===== src/rtl/seq_multiplier.sv =====
// Multi-cycle unsigned shift-add multiplier: one conditional add and shift per clock.
// A start/busy/done handshake is used, and the product registers hold the last result until the next one is ready.
`timescale 1ns/1ps
module seq_multiplier #(
  parameter int WIDTH = 32
) (
  input  logic             clk,
  input  logic             reset,
  input  logic             start,
  input  logic [WIDTH-1:0] a,
  input  logic [WIDTH-1:0] b,
  output logic             busy,
  output logic             done,
  output logic [WIDTH-1:0] product_lo,
  output logic [WIDTH-1:0] product_hi,
  output logic [1:0]       dbg_state
);
  // Handshake: start is accepted only in IDLE; busy covers RUN and DONE; done is a
  // single-cycle pulse in DONE, and product_hi/product_lo are valid while it is high.

  localparam int CW = $clog2(WIDTH) + 1;

  typedef enum logic [1:0] {
    S_IDLE = 2'd0,
    S_RUN  = 2'd1,
    S_DONE = 2'd2
  } state_e;

  state_e           state_q, state_d;
  logic [WIDTH-1:0] mcand_q, mcand_d;
  logic [WIDTH-1:0] acc_hi_q, acc_hi_d;
  logic [WIDTH-1:0] acc_lo_q, acc_lo_d;
  logic [WIDTH-1:0] prod_lo_q, prod_lo_d;
  logic [WIDTH-1:0] prod_hi_q, prod_hi_d;
  logic [CW-1:0]    count_q, count_d;
  logic [WIDTH:0]   sum;
  logic             last_iter;

  assign last_iter = (count_q == CW'(WIDTH - 1));

  always_ff @(posedge clk) begin
    if (reset) begin
      state_q <= S_IDLE;
    end else begin
      state_q <= state_d;
    end
  end

  always_comb begin
    state_d = state_q;
    unique case (state_q)
      S_IDLE:  if (start) state_d = S_RUN;
      S_RUN:   if (last_iter) state_d = S_DONE;
      S_DONE:  state_d = S_IDLE;
      default: state_d = S_IDLE;
    endcase
  end

  always_comb begin
    busy       = (state_q != S_IDLE);
    done       = (state_q == S_DONE);
    product_lo = prod_lo_q;
    product_hi = prod_hi_q;
    dbg_state  = state_q;
  end

  // The carry out of the add lands in acc_hi's MSB after the shift.
  always_comb begin
    mcand_d   = mcand_q;
    acc_hi_d  = acc_hi_q;
    acc_lo_d  = acc_lo_q;
    count_d   = count_q;
    prod_lo_d = prod_lo_q;
    prod_hi_d = prod_hi_q;
    sum       = {1'b0, acc_hi_q} + (acc_lo_q[0] ? {1'b0, mcand_q} : '0);
    case (state_q)
      S_IDLE: begin
        if (start) begin
          mcand_d  = a;
          acc_hi_d = '0;
          acc_lo_d = b;
          count_d  = '0;
        end
      end
      S_RUN: begin
        {acc_hi_d, acc_lo_d} = {sum, acc_lo_q[WIDTH-1:1]};
        count_d              = count_q + CW'(1);
        if (last_iter) begin
          prod_hi_d = sum[WIDTH:1];
          prod_lo_d = {sum[0], acc_lo_q[WIDTH-1:1]};
        end
      end
      default: ;
    endcase
  end

  always_ff @(posedge clk) begin
    if (reset) begin
      mcand_q   <= '0;
      acc_hi_q  <= '0;
      acc_lo_q  <= '0;
      count_q   <= '0;
      prod_lo_q <= '0;
      prod_hi_q <= '0;
    end else begin
      mcand_q   <= mcand_d;
      acc_hi_q  <= acc_hi_d;
      acc_lo_q  <= acc_lo_d;
      count_q   <= count_d;
      prod_lo_q <= prod_lo_d;
      prod_hi_q <= prod_hi_d;
    end
  end

endmodule


===== config.mk =====
export PLATFORM = sky130hd
export DESIGN_NAME = seq_multiplier
export DESIGN_NICKNAME = d
export VERILOG_FILES = /design/src/rtl/seq_multiplier.sv
export SDC_FILE = /design/constraint.sdc
export NUM_CORES = 1
export LEC_CHECK = 0
export ABC_AREA = 1
export BUFFER_PORTS_ARGS = -buffer_cell sky130_fd_sc_hd__buf_2
export CAP_MARGIN = 20
export CELL_PAD_IN_SITES_DETAIL_PLACEMENT = 0
export CELL_PAD_IN_SITES_GLOBAL_PLACEMENT = 1
export CORE_UTILIZATION = 25
export CTS_BUF_LIST = sky130_fd_sc_hd__clkbuf_16
export DETAILED_ROUTE_END_ITERATION = 16
export GPL_ROUTABILITY_DRIVEN = 0
export GPL_TIMING_DRIVEN = 0
export PLACE_DENSITY_LB_ADDON = 0.2
export REMOVE_ABC_BUFFERS = 1
export SETUP_SLACK_MARGIN = 0.2
export SYNTH_ARGS = -nofsm -noshare
export SYNTH_HDL_FRONTEND = slang
export SYNTH_SLANG_ARGS = --single-unit

===== constraint.sdc =====
create_clock -name clk -period 4.55 [get_ports clk]
set_clock_uncertainty 0.1 [all_clocks]
set_input_delay 0.6825 -clock clk [delete_from_list [all_inputs] [get_ports clk]]
set_output_delay 0.6825 -clock clk [all_outputs]
set_load 0.03 [all_outputs]

==> results_dict.tcl <==
set metrics [dict create \
    drv_slew 0 \
    grt_pass1_wl_microns 42900 \
    status "finished clean" \
    start_util_pct 25.5 \
    cts_max_level 4 \
    postSynthCellCount 1309 \
    place_ws_ps 340 \
    drtIter0Drc 358 \
    critPathBufInv 3 \
    num-fill-cells 3916 \
    cts_inserted_buffers 17 \
    cp.required_ps 4850 \
    route.antenna.remaining_nets 0 \
    antenna_found_initial 3 \
    critPathLaunch "dbg_state[0]$_SDFFE_PP0P_" \
    ys_seq_area_share_pct 38.0 \
    cts_sinks 168 \
    rows 68 \
    cts_resized 0 \
    cts_root_buffer "clkbuf_16" \
    critPathArrivalTime_ps 4000 \
    syn_area_per_cell_sq_um 6.76 \
    fmax_ghz 0.270 \
    path_class "reg -> reg" \
    yosys_warnings 0 \
    drt-pass1-iter-count 5 \
    hold_path.startpoint "product_hi[3]$_SDFFE_PP0P_" \
    grt_pass1_vias 8030 \
    synth_cell_types 36 \
    grt_max_degree 87 \
    crit_slowest_cell "inv_2" \
    ios 135 \
    portBuffers 134 \
    vdd_drop_max_mv 0.240 \
    nNetsFinal 1508 \
    fin_setup_tns_ps 0 \
    reg2reg_depth 7 \
    drive_gt1_share_pct 15.0 \
    reg2reg_to "product_hi[16]$_SDFFE_PP0P_" \
    crit_family "buffers and inverters" \
    drc_errors 0 \
    clk_latency_ps 450 \
    dp_cells 1843 \
    die_w_microns 190 \
    final_cell_mix "nand2_1 (369), inv_1 (220), dfxtp_1 (167), buf_2 (134), nor2_1 (108)" \
    r2r_slack_ps 850 \
    regToRegStartpoint "dbg_state[0]$_SDFFE_PP0P_" \
    track_usage_pct 15.3 \
    startpoint_type "flip-flop" \
    min_path_type "reg -> reg" \
    drt-wirelength-per-cell_microns 14.3 \
    routed-via-count 8085 \
    synth_seq_cells 168 \
    setup_ws_ps 846 \
    holdPathEnd "product_hi[3]$_SDFFE_PP0P_" \
    final_cells 1876 \
    rsz0062_at_grt "false" \
    cts_tree "yes" \
    cts_setup_buffers 0 \
    core_sq_mm 0.0347 \
    hold_path_depth 2 \
    p_leak_nw 5.48 \
    end_kind "flip-flop" \
    final_util_pct 30.3 \
    wl_microns 26800 \
    layout_commonest_cell "nand2_1" \
    syn_area_sq_mm 0.00885 \
    hpwl_microns 18700 \
    cpPeakStageDelay_ps 900 \
    period_share_pct 81.4 \
    worstPathMaxFanout 53 \
    dieArea_sq_mm 0.0362 \
    die_h_microns 190 \
    postCtsHoldBufs 0 \
    drv_cap 0 \
    hold_viol_final 0 \
    maxSlewHeadroom_pct 26.7 \
    finalCriticalPeriod_ps 3700 \
    cts_buffer_depth 2 \
    worst_slew_pin_slew_ps 1100 \
    setup-violations-final 0 \
    via_per_inst 4.31 \
    area_delta_synth_final_pct 18.9 \
    p_per_area_mw_per_mm2 327 \
    grt-ovfl-total 0 \
    cp_cell_sequence "nand2_2 -> inv_2 -> nand2_4 -> inv_4 -> o21ai_0 -> a21o_1 -> inv_1" \
    path_clk_slew_ps 70 \
]
## where the power goes
part	switching, W	internal [W]	total, W	leakage (nW)
Combinational	0.000202	0.000103	0.000305	3.81
Clock	0.000688	0.000878	0.00157	0.298
Sequential	0.0000412	0.00153	0.00157	1.37
## worst max-delay path by stage
stage / to / slack, ps / cells after the start
final: product_hi[16]$_SDFFE_PP0P_ / 850 / 7
after global placement: count_q[2]$_SDFFE_PP0P_ / -1710 / 6
after CTS: product_hi[31]$_SDFFE_PP0P_ / 310 / 8
after detailed placement: product_hi[31]$_SDFFE_PP0P_ / 340 / 8
after floorplan: count_q[2]$_SDFFE_PP0P_ / 1110 / 5
after global routing: product_hi[16]$_SDFFE_PP0P_ / 480 / 7
## registers in the layout, indices dropped and copies added (netlist names)
register	flops
count_q	6
product_lo	32
acc_lo_q	32
product_hi	32
dbg_state	2
acc_hi_q	32
mcand_q	32
## metrics by stage
stage | total power (W) | area (sq um) | hold WS, ps
after floorplan | 0.00178 | 8580 | 339
after global placement | 0.00190 | 9820 | 354
after detailed placement | 0.00192 | 9910 | 357
after CTS | 0.00351 | 10500 | 357
after global routing | 0.00361 | 10500 | 373
final | 0.00344 | 10500 | 365
## routing by layer
layer | global-route usage, % | vias up | wire length, microns
met4 | 4.92 | 4 | 431
li1 | - | 4310 | -
met5 | 0 | - | 23
met2 | 25.3 | 132 | 12200
met3 | 4.48 | 26 | 1420
met1 | 19.0 | 3613 | 12700
## cell usage after synthesis
| library cell | n | area share [%] |
|---|---|---|
| xnor2_1 | 1 | 0.099 |
| nor2_4 | 2 | 0.25 |
| clkbuf_1 | 35 | 1.5 |
| buf_2 | 12 | 0.68 |
| nor3_1 | 7 | 0.40 |
| buf_1 | 4 | 0.17 |
| o21ai_2 | 30 | 3.0 |
| and2_1 | 1 | 0.071 |
| o21ai_1 | 13 | 0.73 |
| nand2_4 | 1 | 0.13 |
| o221ai_1 | 32 | 3.2 |
| o21ai_0 | 43 | 2.4 |
| buf_6 | 4 | 0.51 |
| xor2_1 | 14 | 1.4 |
| buf_4 | 3 | 0.25 |
| ha_1 | 33 | 4.7 |
| nand2_2 | 1 | 0.071 |
| a21oi_1 | 90 | 5.1 |
| o21bai_1 | 8 | 0.68 |
| a221oi_1 | 2 | 0.20 |
| nand3b_1 | 4 | 0.34 |
| nor2_2 | 1 | 0.071 |
| or2_2 | 1 | 0.071 |
| nand3_1 | 68 | 3.8 |
| clkinv_2 | 1 | 0.056 |
| nor3_2 | 1 | 0.11 |
| a211oi_1 | 1 | 0.085 |
| inv_1 | 220 | 9.3 |
| nand2_1 | 370 | 16 |
| a21o_1 | 3 | 0.25 |
| nand4_1 | 1 | 0.071 |
| nor2_1 | 108 | 4.6 |
| o21a_1 | 19 | 1.6 |
| fa_1 | 1 | 0.23 |
| inv_2 | 6 | 0.25 |
| dfxtp_1 | 168 | 38 |
## cells by family after synthesis
family | count (synthesis) | share of synthesized area (%)
and+or+nand+nor | 566 | 25.7
DFF | 168 | 38.0
adders and majority gates | 34 | 4.89
buffers and inverters | 285 | 12.7
xor gates and xnor gates | 15 | 1.48
AOI/OAI and AO/OA | 241 | 17.2
## area by class of cell
cell class	count	area [sq um]	share of cell area (%)
Tap cell	455	569	5.41
Timing Repair Buffer	137	746	7.09
Multi-Input combinational cell	856	4370	41.5
Clock inverter	14	188	1.78
Clock buffer	17	425	4.04
Antenna cell	2	5.00	0.0476
Inverter	227	857	8.14
Sequential cell	168	3360	32.0
## worst min-delay path, delay by kind of cell (launching register included)
family          cells  cell delay (ps)
flops               1              310
simple gates        1               60
compound gates      1               50
No activity file was read; power rests on OpenSTA's default activity.
